**src/rtl/matmul_pkg.sv**
```systemverilog
// Purpose: shared types and constants for the systolic-array arbiter.
// Latency: n/a (declarations only).
// Backpressure: n/a.
//
// Contents: arb_state_t (arbiter FSM states), MATMUL_DIM (array edge),
// NUM_REQ_DEF (default requester count).
package matmul_pkg;

  localparam int MATMUL_DIM  = 8;
  localparam int NUM_REQ_DEF = 4;

  typedef enum logic [1:0] {
    IDLE  = 2'd0,
    START = 2'd1,
    BUSY  = 2'd2,
    HOLD  = 2'd3
  } arb_state_t;

endpackage

```
**src/rtl/matmul_arbiter_if.sv**
```systemverilog
// Purpose: bundles the requester-side and controller-side handshakes of the arbiter.
// Latency: n/a (wiring only).
// Backpressure: carries the valid/ready pairs; no buffering.
//
// Modports: slave = arbiter (consumes req/valids/ctrl status, drives grant/readies/start),
//           master = requesters + controller model (the opposite directions).
interface matmul_arbiter_if #(
  parameter int NUM_REQ = matmul_pkg::NUM_REQ_DEF
);
  localparam int ID_W = $clog2(NUM_REQ);

  logic [NUM_REQ-1:0] req;
  logic [NUM_REQ-1:0] grant;
  logic [ID_W-1:0]    grant_id;
  logic [NUM_REQ-1:0] req_a_valid;
  logic [NUM_REQ-1:0] req_b_valid;
  logic [NUM_REQ-1:0] req_a_ready;
  logic [NUM_REQ-1:0] req_b_ready;
  logic [NUM_REQ-1:0] req_read_valid;
  logic [NUM_REQ-1:0] req_c_valid;
  logic [NUM_REQ-1:0] req_done;
  logic [NUM_REQ-1:0] res_ack;
  logic               ctrl_ready;
  logic               ctrl_done;
  logic               ctrl_start;
  logic               ctrl_a_valid;
  logic               ctrl_b_valid;
  logic               ctrl_read_valid;
  logic               ctrl_a_ready;
  logic               ctrl_b_ready;
  logic               ctrl_c_valid;

  modport slave (
    input  req, req_a_valid, req_b_valid, req_read_valid, res_ack,
           ctrl_ready, ctrl_done, ctrl_a_ready, ctrl_b_ready, ctrl_c_valid,
    output grant, grant_id, req_a_ready, req_b_ready, req_c_valid, req_done,
           ctrl_start, ctrl_a_valid, ctrl_b_valid, ctrl_read_valid
  );

  modport master (
    output req, req_a_valid, req_b_valid, req_read_valid, res_ack,
           ctrl_ready, ctrl_done, ctrl_a_ready, ctrl_b_ready, ctrl_c_valid,
    input  grant, grant_id, req_a_ready, req_b_ready, req_c_valid, req_done,
           ctrl_start, ctrl_a_valid, ctrl_b_valid, ctrl_read_valid
  );

endinterface

```
**src/rtl/rr_picker.sv**
```systemverilog
// Purpose: pick the first set request bit searching upward from a base index, with wrap.
// Latency: combinational, zero cycles.
// Backpressure: none; caller decides when to register the pick.
//
// Ports: req_i (request vector), base_i (search start), win_o (one-hot winner),
//        idx_o (binary winner index), any_o (at least one request set).
module rr_picker #(
  parameter int NUM_REQ = 4,
  parameter int ID_W    = $clog2(NUM_REQ)
) (
  input  logic [NUM_REQ-1:0] req_i,
  input  logic [ID_W-1:0]    base_i,
  output logic [NUM_REQ-1:0] win_o,
  output logic [ID_W-1:0]    idx_o,
  output logic               any_o
);

  logic [ID_W-1:0] pos;

  // Walk offsets 0..NUM_REQ-1 from base; the first hit latches via any_o.
  always_comb begin
    win_o = '0;
    idx_o = '0;
    any_o = 1'b0;
    pos   = '0;
    for (int k = 0; k < NUM_REQ; k++) begin
      pos = ID_W'((int'(base_i) + k) % NUM_REQ);
      if (!any_o && req_i[pos]) begin
        any_o      = 1'b1;
        idx_o      = pos;
        win_o[pos] = 1'b1;
      end
    end
  end

endmodule

```
**src/rtl/matmul_arbiter.sv**
```systemverilog
// Purpose: shares one systolic-array controller among NUM_REQ requesters, holding the grant until res_ack.
// Latency: req+ctrl_ready -> grant/ctrl_start next cycle; res_ack -> grant clear next cycle; routing is combinational.
// Backpressure: owner sees the controller's readies directly; non-owners see 0 and are never forwarded.
//
// Ports: clk, rst (async, active-low), bus (matmul_arbiter_if.slave: requester and controller handshakes).
// Build option: define MATMUL_ARB_FIXED_PRIO_EN for fixed priority (lowest index wins); default is round-robin.
module matmul_arbiter
  import matmul_pkg::*;
#(
  parameter int NUM_REQ = NUM_REQ_DEF,
  parameter int ID_W    = $clog2(NUM_REQ)
) (
  input  logic                 clk,
  input  logic                 rst,
  matmul_arbiter_if.slave      bus
);

  arb_state_t          state_q, state_d;
  logic [NUM_REQ-1:0]  grant_q, grant_d;
  logic [ID_W-1:0]     grant_id_q, grant_id_d;
  logic [ID_W-1:0]     ptr_q, ptr_d;

  logic [NUM_REQ-1:0]  pick_win;
  logic [ID_W-1:0]     pick_idx;
  logic                pick_any;

  rr_picker #(.NUM_REQ(NUM_REQ), .ID_W(ID_W)) u_picker (
    .req_i  (bus.req),
    .base_i (ptr_q),
    .win_o  (pick_win),
    .idx_o  (pick_idx),
    .any_o  (pick_any)
  );

  always_ff @(posedge clk or negedge rst) begin
    if (!rst) begin
      state_q    <= IDLE;
      grant_q    <= '0;
      grant_id_q <= '0;
      ptr_q      <= '0;
    end else begin
      state_q    <= state_d;
      grant_q    <= grant_d;
      grant_id_q <= grant_id_d;
      ptr_q      <= ptr_d;
    end
  end

  always_comb begin
    state_d    = state_q;
    grant_d    = grant_q;
    grant_id_d = grant_id_q;
    ptr_d      = ptr_q;
    unique case (state_q)
      IDLE: begin
        if (bus.ctrl_ready && pick_any) begin
          grant_d    = pick_win;
          grant_id_d = pick_idx;
          state_d    = START;
        end
      end
      START: state_d = BUSY;
      BUSY: begin
        if (bus.ctrl_done) state_d = HOLD;
      end
      HOLD: begin
        // Only the owner's ack releases; req drops and other acks are ignored.
        if (bus.res_ack[grant_id_q]) begin
          grant_d    = '0;
          grant_id_d = '0;
          state_d    = IDLE;
`ifdef MATMUL_ARB_FIXED_PRIO_EN
          ptr_d      = '0;
`else
          ptr_d      = (grant_id_q == ID_W'(NUM_REQ - 1)) ? '0 : grant_id_q + 1'b1;
`endif
        end
      end
      default: state_d = IDLE;
    endcase
  end

  // Outputs decode from registered state, so reset clears them immediately.
  logic load_act;
  logic read_act;
  assign load_act = (state_q == BUSY);
  assign read_act = (state_q == BUSY) || (state_q == HOLD);

  assign bus.grant           = grant_q;
  assign bus.grant_id        = grant_id_q;
  assign bus.ctrl_start      = (state_q == START);
  assign bus.ctrl_a_valid    = load_act && bus.req_a_valid[grant_id_q];
  assign bus.ctrl_b_valid    = load_act && bus.req_b_valid[grant_id_q];
  assign bus.ctrl_read_valid = read_act && bus.req_read_valid[grant_id_q];
  assign bus.req_a_ready     = load_act ? ({NUM_REQ{bus.ctrl_a_ready}} & grant_q) : '0;
  assign bus.req_b_ready     = load_act ? ({NUM_REQ{bus.ctrl_b_ready}} & grant_q) : '0;
  assign bus.req_c_valid     = (read_act && bus.ctrl_c_valid) ? grant_q : '0;
  assign bus.req_done        = (load_act && bus.ctrl_done) ? grant_q : '0;

endmodule

```
**src/flat_wrapper.sv**
```systemverilog
// flat-port wrapper written by rule: the top's interface ports become plain ports
module matmul_arbiter_flat import matmul_pkg::*;
#(
  parameter int NUM_REQ = NUM_REQ_DEF,
  parameter int ID_W    = $clog2(NUM_REQ)
)
  (clk, rst, bus_req, bus_req_a_valid, bus_req_b_valid, bus_req_read_valid, bus_res_ack, bus_ctrl_ready, bus_ctrl_done, bus_ctrl_a_ready, bus_ctrl_b_ready, bus_ctrl_c_valid, bus_grant, bus_grant_id, bus_req_a_ready, bus_req_b_ready, bus_req_c_valid, bus_req_done, bus_ctrl_start, bus_ctrl_a_valid, bus_ctrl_b_valid, bus_ctrl_read_valid);
  matmul_arbiter_if #(.NUM_REQ(NUM_REQ)) bus_i ();
  input  logic clk;
  input  logic rst;
  input wire logic [$bits(bus_i.req)-1:0] bus_req;
  input wire logic [$bits(bus_i.req_a_valid)-1:0] bus_req_a_valid;
  input wire logic [$bits(bus_i.req_b_valid)-1:0] bus_req_b_valid;
  input wire logic [$bits(bus_i.req_read_valid)-1:0] bus_req_read_valid;
  input wire logic [$bits(bus_i.res_ack)-1:0] bus_res_ack;
  input wire logic [$bits(bus_i.ctrl_ready)-1:0] bus_ctrl_ready;
  input wire logic [$bits(bus_i.ctrl_done)-1:0] bus_ctrl_done;
  input wire logic [$bits(bus_i.ctrl_a_ready)-1:0] bus_ctrl_a_ready;
  input wire logic [$bits(bus_i.ctrl_b_ready)-1:0] bus_ctrl_b_ready;
  input wire logic [$bits(bus_i.ctrl_c_valid)-1:0] bus_ctrl_c_valid;
  output wire logic [$bits(bus_i.grant)-1:0] bus_grant;
  output wire logic [$bits(bus_i.grant_id)-1:0] bus_grant_id;
  output wire logic [$bits(bus_i.req_a_ready)-1:0] bus_req_a_ready;
  output wire logic [$bits(bus_i.req_b_ready)-1:0] bus_req_b_ready;
  output wire logic [$bits(bus_i.req_c_valid)-1:0] bus_req_c_valid;
  output wire logic [$bits(bus_i.req_done)-1:0] bus_req_done;
  output wire logic [$bits(bus_i.ctrl_start)-1:0] bus_ctrl_start;
  output wire logic [$bits(bus_i.ctrl_a_valid)-1:0] bus_ctrl_a_valid;
  output wire logic [$bits(bus_i.ctrl_b_valid)-1:0] bus_ctrl_b_valid;
  output wire logic [$bits(bus_i.ctrl_read_valid)-1:0] bus_ctrl_read_valid;
  assign bus_i.req = bus_req;
  assign bus_i.req_a_valid = bus_req_a_valid;
  assign bus_i.req_b_valid = bus_req_b_valid;
  assign bus_i.req_read_valid = bus_req_read_valid;
  assign bus_i.res_ack = bus_res_ack;
  assign bus_i.ctrl_ready = bus_ctrl_ready;
  assign bus_i.ctrl_done = bus_ctrl_done;
  assign bus_i.ctrl_a_ready = bus_ctrl_a_ready;
  assign bus_i.ctrl_b_ready = bus_ctrl_b_ready;
  assign bus_i.ctrl_c_valid = bus_ctrl_c_valid;
  assign bus_grant = bus_i.grant;
  assign bus_grant_id = bus_i.grant_id;
  assign bus_req_a_ready = bus_i.req_a_ready;
  assign bus_req_b_ready = bus_i.req_b_ready;
  assign bus_req_c_valid = bus_i.req_c_valid;
  assign bus_req_done = bus_i.req_done;
  assign bus_ctrl_start = bus_i.ctrl_start;
  assign bus_ctrl_a_valid = bus_i.ctrl_a_valid;
  assign bus_ctrl_b_valid = bus_i.ctrl_b_valid;
  assign bus_ctrl_read_valid = bus_i.ctrl_read_valid;
  matmul_arbiter #(.NUM_REQ(NUM_REQ), .ID_W(ID_W)) u_core (.clk(clk), .rst(rst), .bus(bus_i));
endmodule
```
**config.mk**
```make
export PLATFORM = sky130hd
export DESIGN_NAME = matmul_arbiter_flat
export DESIGN_NICKNAME = d
export VERILOG_FILES = /design/src/rtl/matmul_pkg.sv /design/src/rtl/matmul_arbiter_if.sv /design/src/rtl/rr_picker.sv /design/src/rtl/matmul_arbiter.sv /design/src/flat_wrapper.sv
export SDC_FILE = /design/constraint.sdc
export NUM_CORES = 1
export LEC_CHECK = 0
export CAP_MARGIN = 25
export CORE_MARGIN = 1
export CORE_UTILIZATION = 40
export DETAILED_ROUTE_END_ITERATION = 7
export PLACE_DENSITY = 0.77
export RECOVER_POWER = 50
export SLEW_MARGIN = 20
export SYNTH_ARGS = -nofsm -noshare
export SYNTH_HDL_FRONTEND = slang
export SYNTH_SLANG_ARGS = --single-unit
```
**constraint.sdc**
```tcl
create_clock -name clk -period 4.9 [get_ports clk]
set_input_delay 0.98 -clock clk [delete_from_list [all_inputs] [get_ports clk]]
set_output_delay 0.98 -clock clk [all_outputs]
set_load 0.005 [all_outputs]
```
Word-level counts from Yosys, hierarchy flattened

Index checks and enable logic that the tools add are counted.

Reduce and logical (&&, ||, !) cells: 22
Bitwise operators: 5
Equal/unequal tests: 7
Order comparisons: 9
Add/subtract/negate cells: 4
Mux-type cells: 50

Operators with widths:

| kind                  | number |
|---|---|
| $mux W4               | 10 |
| $mux W2               | 9 |
| $bmux W1 S2           | 8 |
| $mux W1               | 16 |
| $lt A2 B3 Y1 const B  | 5 |
| $logic_and A1 B1 Y1   | 13 |
| $or A4 B4 Y4          | 3 |
| $and A4 B4 Y4         | 2 |
| $demux W1 S2          | 4 |
| $ge A2 B1 Y1 const B  | 4 |
| $pmux W2 S4           | 1 |
| $pmux W4 S2           | 1 |
| $eq A2 B2 Y1 const B  | 3 |
| $reduce_and A3 Y1     | 2 |
| $add A2 B1 Y2 const B | 2 |
| $add A2 B2 Y2 const B | 2 |
| $ne A2 B1 Y1 const B  | 2 |
| $pmux W2 S2           | 1 |
| $logic_not A1 Y1      | 3 |
| $eq A2 B1 Y1 const B  | 1 |
| $logic_not A2 Y1      | 1 |
| $ne A2 B2 Y1 const B  | 1 |
| $reduce_and A2 Y1     | 1 |
| $reduce_bool A2 Y1    | 1 |
| $logic_or A1 B1 Y1    | 1 |

Input port bits: 27
Word-level logic and storage cells: 101
Output and inout bits: 26
Register bits after elaboration: 10

Longest topological paths before layout

Depth in word-level cells: 15
Mapped depth: 10
Depth with buffers taken out: 7

Modules after synthesis

Synthesis repeated with hierarchy kept, for this count alone.

Cell total of the unflattened synthesis: 134
Area, all modules: 1261.2 um2

By module, submodules not included:

| module         | times used | area each (um2) | seq. area each (um2) | cells an instance |
|---|---|---|---|---|
| matmul_arbiter | 1          | 839.6           | 250.2                | 89 |
| rr_picker      | 1          | 421.7           | 0.0                  | 45 |

Worst setup path before layout

Ideal clock, no wire load.

Kind: in2out
Start point: in bus_req_a_valid[3]
End point: out bus_ctrl_a_valid
Path slack: 2.339 ns
Stages on the path: 2
Arrival: 1.581 ns
Cells stage by stage: mux4_2 -> and2_1

Word-level cells in the longest chain between the ends: 3

Ends and longest elaborated chain:

| element                       | line                 | RTL |
|---|---|---|
| start: declaration            | flat_wrapper.sv:12   | `input wire logic [$bits(bus_i.req_a_valid)-1:0] bus_req_a_valid;` |
| $bmux W1 S2                   | matmul_arbiter.sv:92 | `assign bus.ctrl_a_valid = load_act && bus.req_a_valid[grant_id_q];` |
| $mux W1 (not written as such) | matmul_arbiter.sv:92 |  |
| $logic_and A1 B1 Y1           | matmul_arbiter.sv:92 |  |
| end: declaration              | flat_wrapper.sv:28   | `output wire logic [$bits(bus_i.ctrl_a_valid)-1:0] bus_ctrl_a_valid;` |

No other way between the ends. The select of a mux whose other input is x is not followed.

Final worst setup path

Start point: in bus_req_a_valid[0]
End point: out bus_ctrl_a_valid

Same word-level chain as after synthesis.

==> flow_summary.json <==
{
  "reg2reg_slack_ns": 2.01,
  "crit_path_end_kind": "output pin",
  "syn_area_um2": 1260,
  "multi_input_area_um2": 901,
  "powerDensity_nw_per_um2": 550,
  "synth-seq-cells": 10,
  "yosys.area.top_type": "dfrtp_1",
  "worstSetupPathDepth": 4,
  "path_delay_family": "buffers and inverters",
  "status": "finished clean",
  "cts_hold_buf": 0,
  "nets": 228,
  "crit_slowest_cell": "clkdlybuf4s50_1",
  "cp-startpoint": "bus_req_a_valid[0]",
  "diodes": 0,
  "gp_congestion": 0.743,
  "clk_pin_slew_ns": 0.06,
  "endpoint": "bus_ctrl_a_valid",
  "worstPathArrival_ns": 2.46,
  "fillCellCount": 273,
  "worst-r2r-cell-count": 7,
  "vias": 1245,
  "htree_levels": 1,
  "grt_use_total_pct": 21.5,
  "rows": 20,
  "worstPathRequired_ns": 3.92,
  "path_buf_inv": 2,
  "initial_utilization_pct": 41.6,
  "area_delta_synth_final_pct": 41.8,
  "antenna_found_initial": 0,
  "slew_violations": 0,
  "cts_buffers": 3,
  "maxCapViolCount": 0,
  "cts_resized": 0,
  "dp_cells": 228,
  "rsz0062_at_grt": "false",
  "worst_slack_ns": 1.46,
  "critPathKind": "in -> out",
  "ys_seq_area_share_pct": 19.9,
  "io_pins": 53,
  "die_h_um": 58.1,
  "final_common_cell": "clkdlybuf4s50_1",
  "cts_root_buf": "clkbuf_4",
  "period_share_pct": 70.3,
  "cts_num_sinks": 10,
  "synth_cell_types": 36,
  "die_w_um": 58.1,
  "final-instance-count-excl-fill": 231,
  "critical-path-max-stage-delay_ns": 0.45,
  "drc": 0,
  "synth_area_leaders": "dfrtp_1 (20%), ha_1 (12%), mux4_2 (8.9%)",
  "setup_viol": 0,
  "dr.pass1.iters": 6,
  "netlist.area_leader.share_pct": 19.9,
  "worst_slew_pin_slew_ns": 0.675,
  "mostFrequentLayoutCells": "clkdlybuf4s50_1 (42), nor2_1 (13), and3_1 (12), ha_1 (12)",
  "synth_warnings": 0,
  "r2r-start": "u_core.ptr_q[0]",
  "path_cells": "clkdlybuf4s50_1 -> mux4_2 -> and2_1 -> clkdlybuf4s50_1",
  "fin_crit_ns": 3.44,
  "post-place-ws_ns": 1.45,
  "viasPerCell": 5.39,
  "maxSlewHeadroom_pct": 55.0,
  "fin_worst_skew_ns": 0.00698,
  "synth_flop_cell": "dfrtp_1",
  "worst-path-max-fanout": 1,
  "hold_class": "reg -> reg",
  "drive_above_1_share_pct": 9.09,
  "crit_top_cell": "clkdlybuf4s50_1",
  "synth_nets": 182,
  "seq_area_um2": 250,
  "r2r_end": "u_core.bus.grant[0]",
  "fin_setup_tns_ns": 0,
  "worst_setup_path_start_kind": "input pin",
  "hold_violations": 0,
  "post_cts_buffers": 0,
  "cts_tree": "done",
  "grt_overflow_total": 0,
  "power.leakage_uw": 0.000763,
  "drt-wirelength-per-cell_um": 13.9,
  "clkLatencyLatePin_ns": 0.26,
  "core_area_um2": 3030,
  "dpl.hpwl_mm": 2.62,
  "synth_cells": 143,
  "synth_edf_count": 0,
  "cts_max_path_buffers": 2,
  "dr.first_iter.drc_count": 67,
  "finalWirelength_mm": 3.21,
  "die-area_um2": 3380,
  "grt_max_degree": 21,
  "final_antenna_net_count": 0,
  "grt_first_pass_wirelength_mm": 5.66,
  "fmax_ghz": 0.290,
  "synthArstFlopShare_pct": 100,
  "grt_pass1_vias": 1196,
  "io_buffers": 52,
  "ir_worst_vdd_mv": 0.270,
  "syn_area_per_cell_um2": 8.81
}
-- logic make-up after synthesis --
logic type                 synth area share, %
DFF                                       19.9
muxes                                     17.1
buffers and inverters                     8.04
adders and majority gates                 11.9
AOI/OAI and AO/OA                         23.5
and+or+nand+nor                           19.6
-- how the worst min path moves through the flow --
stage | startpoint | endpoint | slack, ns | cells after the start
floorplan | u_core.state_q[0] | u_core.state_q[0] | 0.53 | 1
global placement | u_core.state_q[0] | u_core.state_q[0] | 0.54 | 1
detailed placement | u_core.state_q[0] | u_core.state_q[0] | 0.55 | 1
CTS | u_core.state_q[0] | u_core.state_q[0] | 0.57 | 1
global route | u_core.state_q[0] | u_core.state_q[0] | 0.61 | 1
finish | u_core.state_q[0] | u_core.state_q[0] | 0.57 | 1
-- stage by stage --
stage	area, µm²	total power [µW]	utilization [%]	hold slack, ns
after floorplan	1260	719	-	0.528
after global routing	1790	1090	59.0	0.606
after detailed placement	1770	951	58.5	0.551
after global placement	1770	919	58.5	0.543
after CTS	1790	1010	59.3	0.567
final	1790	983	59.0	0.566
-- sequential cells by signal (all words and copies together) (netlist names) --
register and cells:
u_core.ptr_q 2, u_core.bus.grant_id 2, u_core.state_q 2, u_core.bus.grant 4
-- per-layer routing --
layer / routed length (µm) / vias to the layer above / track usage [%]
met5: 0 / - / 0
met4: 36 / 0 / 5.44
met3: 148 / 4 / 3.57
met2: 1640 / 43 / 39.1
met1: 1380 / 581 / 26.2
li1: - / 617 / -
-- cell usage after synthesis (2+ instances only) --
library cell	n
nor2b_1	2
o21ai_0	7
inv_1	10
ha_1	12
a21oi_2	4
nand2_1	8
nor4b_1	2
a21oi_1	6
mux2i_1	2
nor2_1	13
a22oi_1	5
and3_1	12
mux4_2	5
o31ai_1	2
and2_1	6
o41ai_1	2
clkbuf_1	5
buf_2	3
a211o_1	4
buf_6	2
a311oi_1	2
dfrtp_1	10
o21a_1	2
mux2_2	5
-- final cells by class --
cell class | count | share of cell area, %
multi-input cells | 112 | 50.4
repair buffers | 52 | 29.1
flip-flops and latches | 10 | 14.0
well taps | 44 | 3.08
inverters | 10 | 2.10
clock buffers | 3 | 1.26
-- power by group --
group          switching, µW  internal (µW)  total (µW)
Combinational            338            377         715
Clock                   24.0           28.1        52.1
Sequential              88.3            127         216
Note: power is estimated with default switching activity, not from simulation.
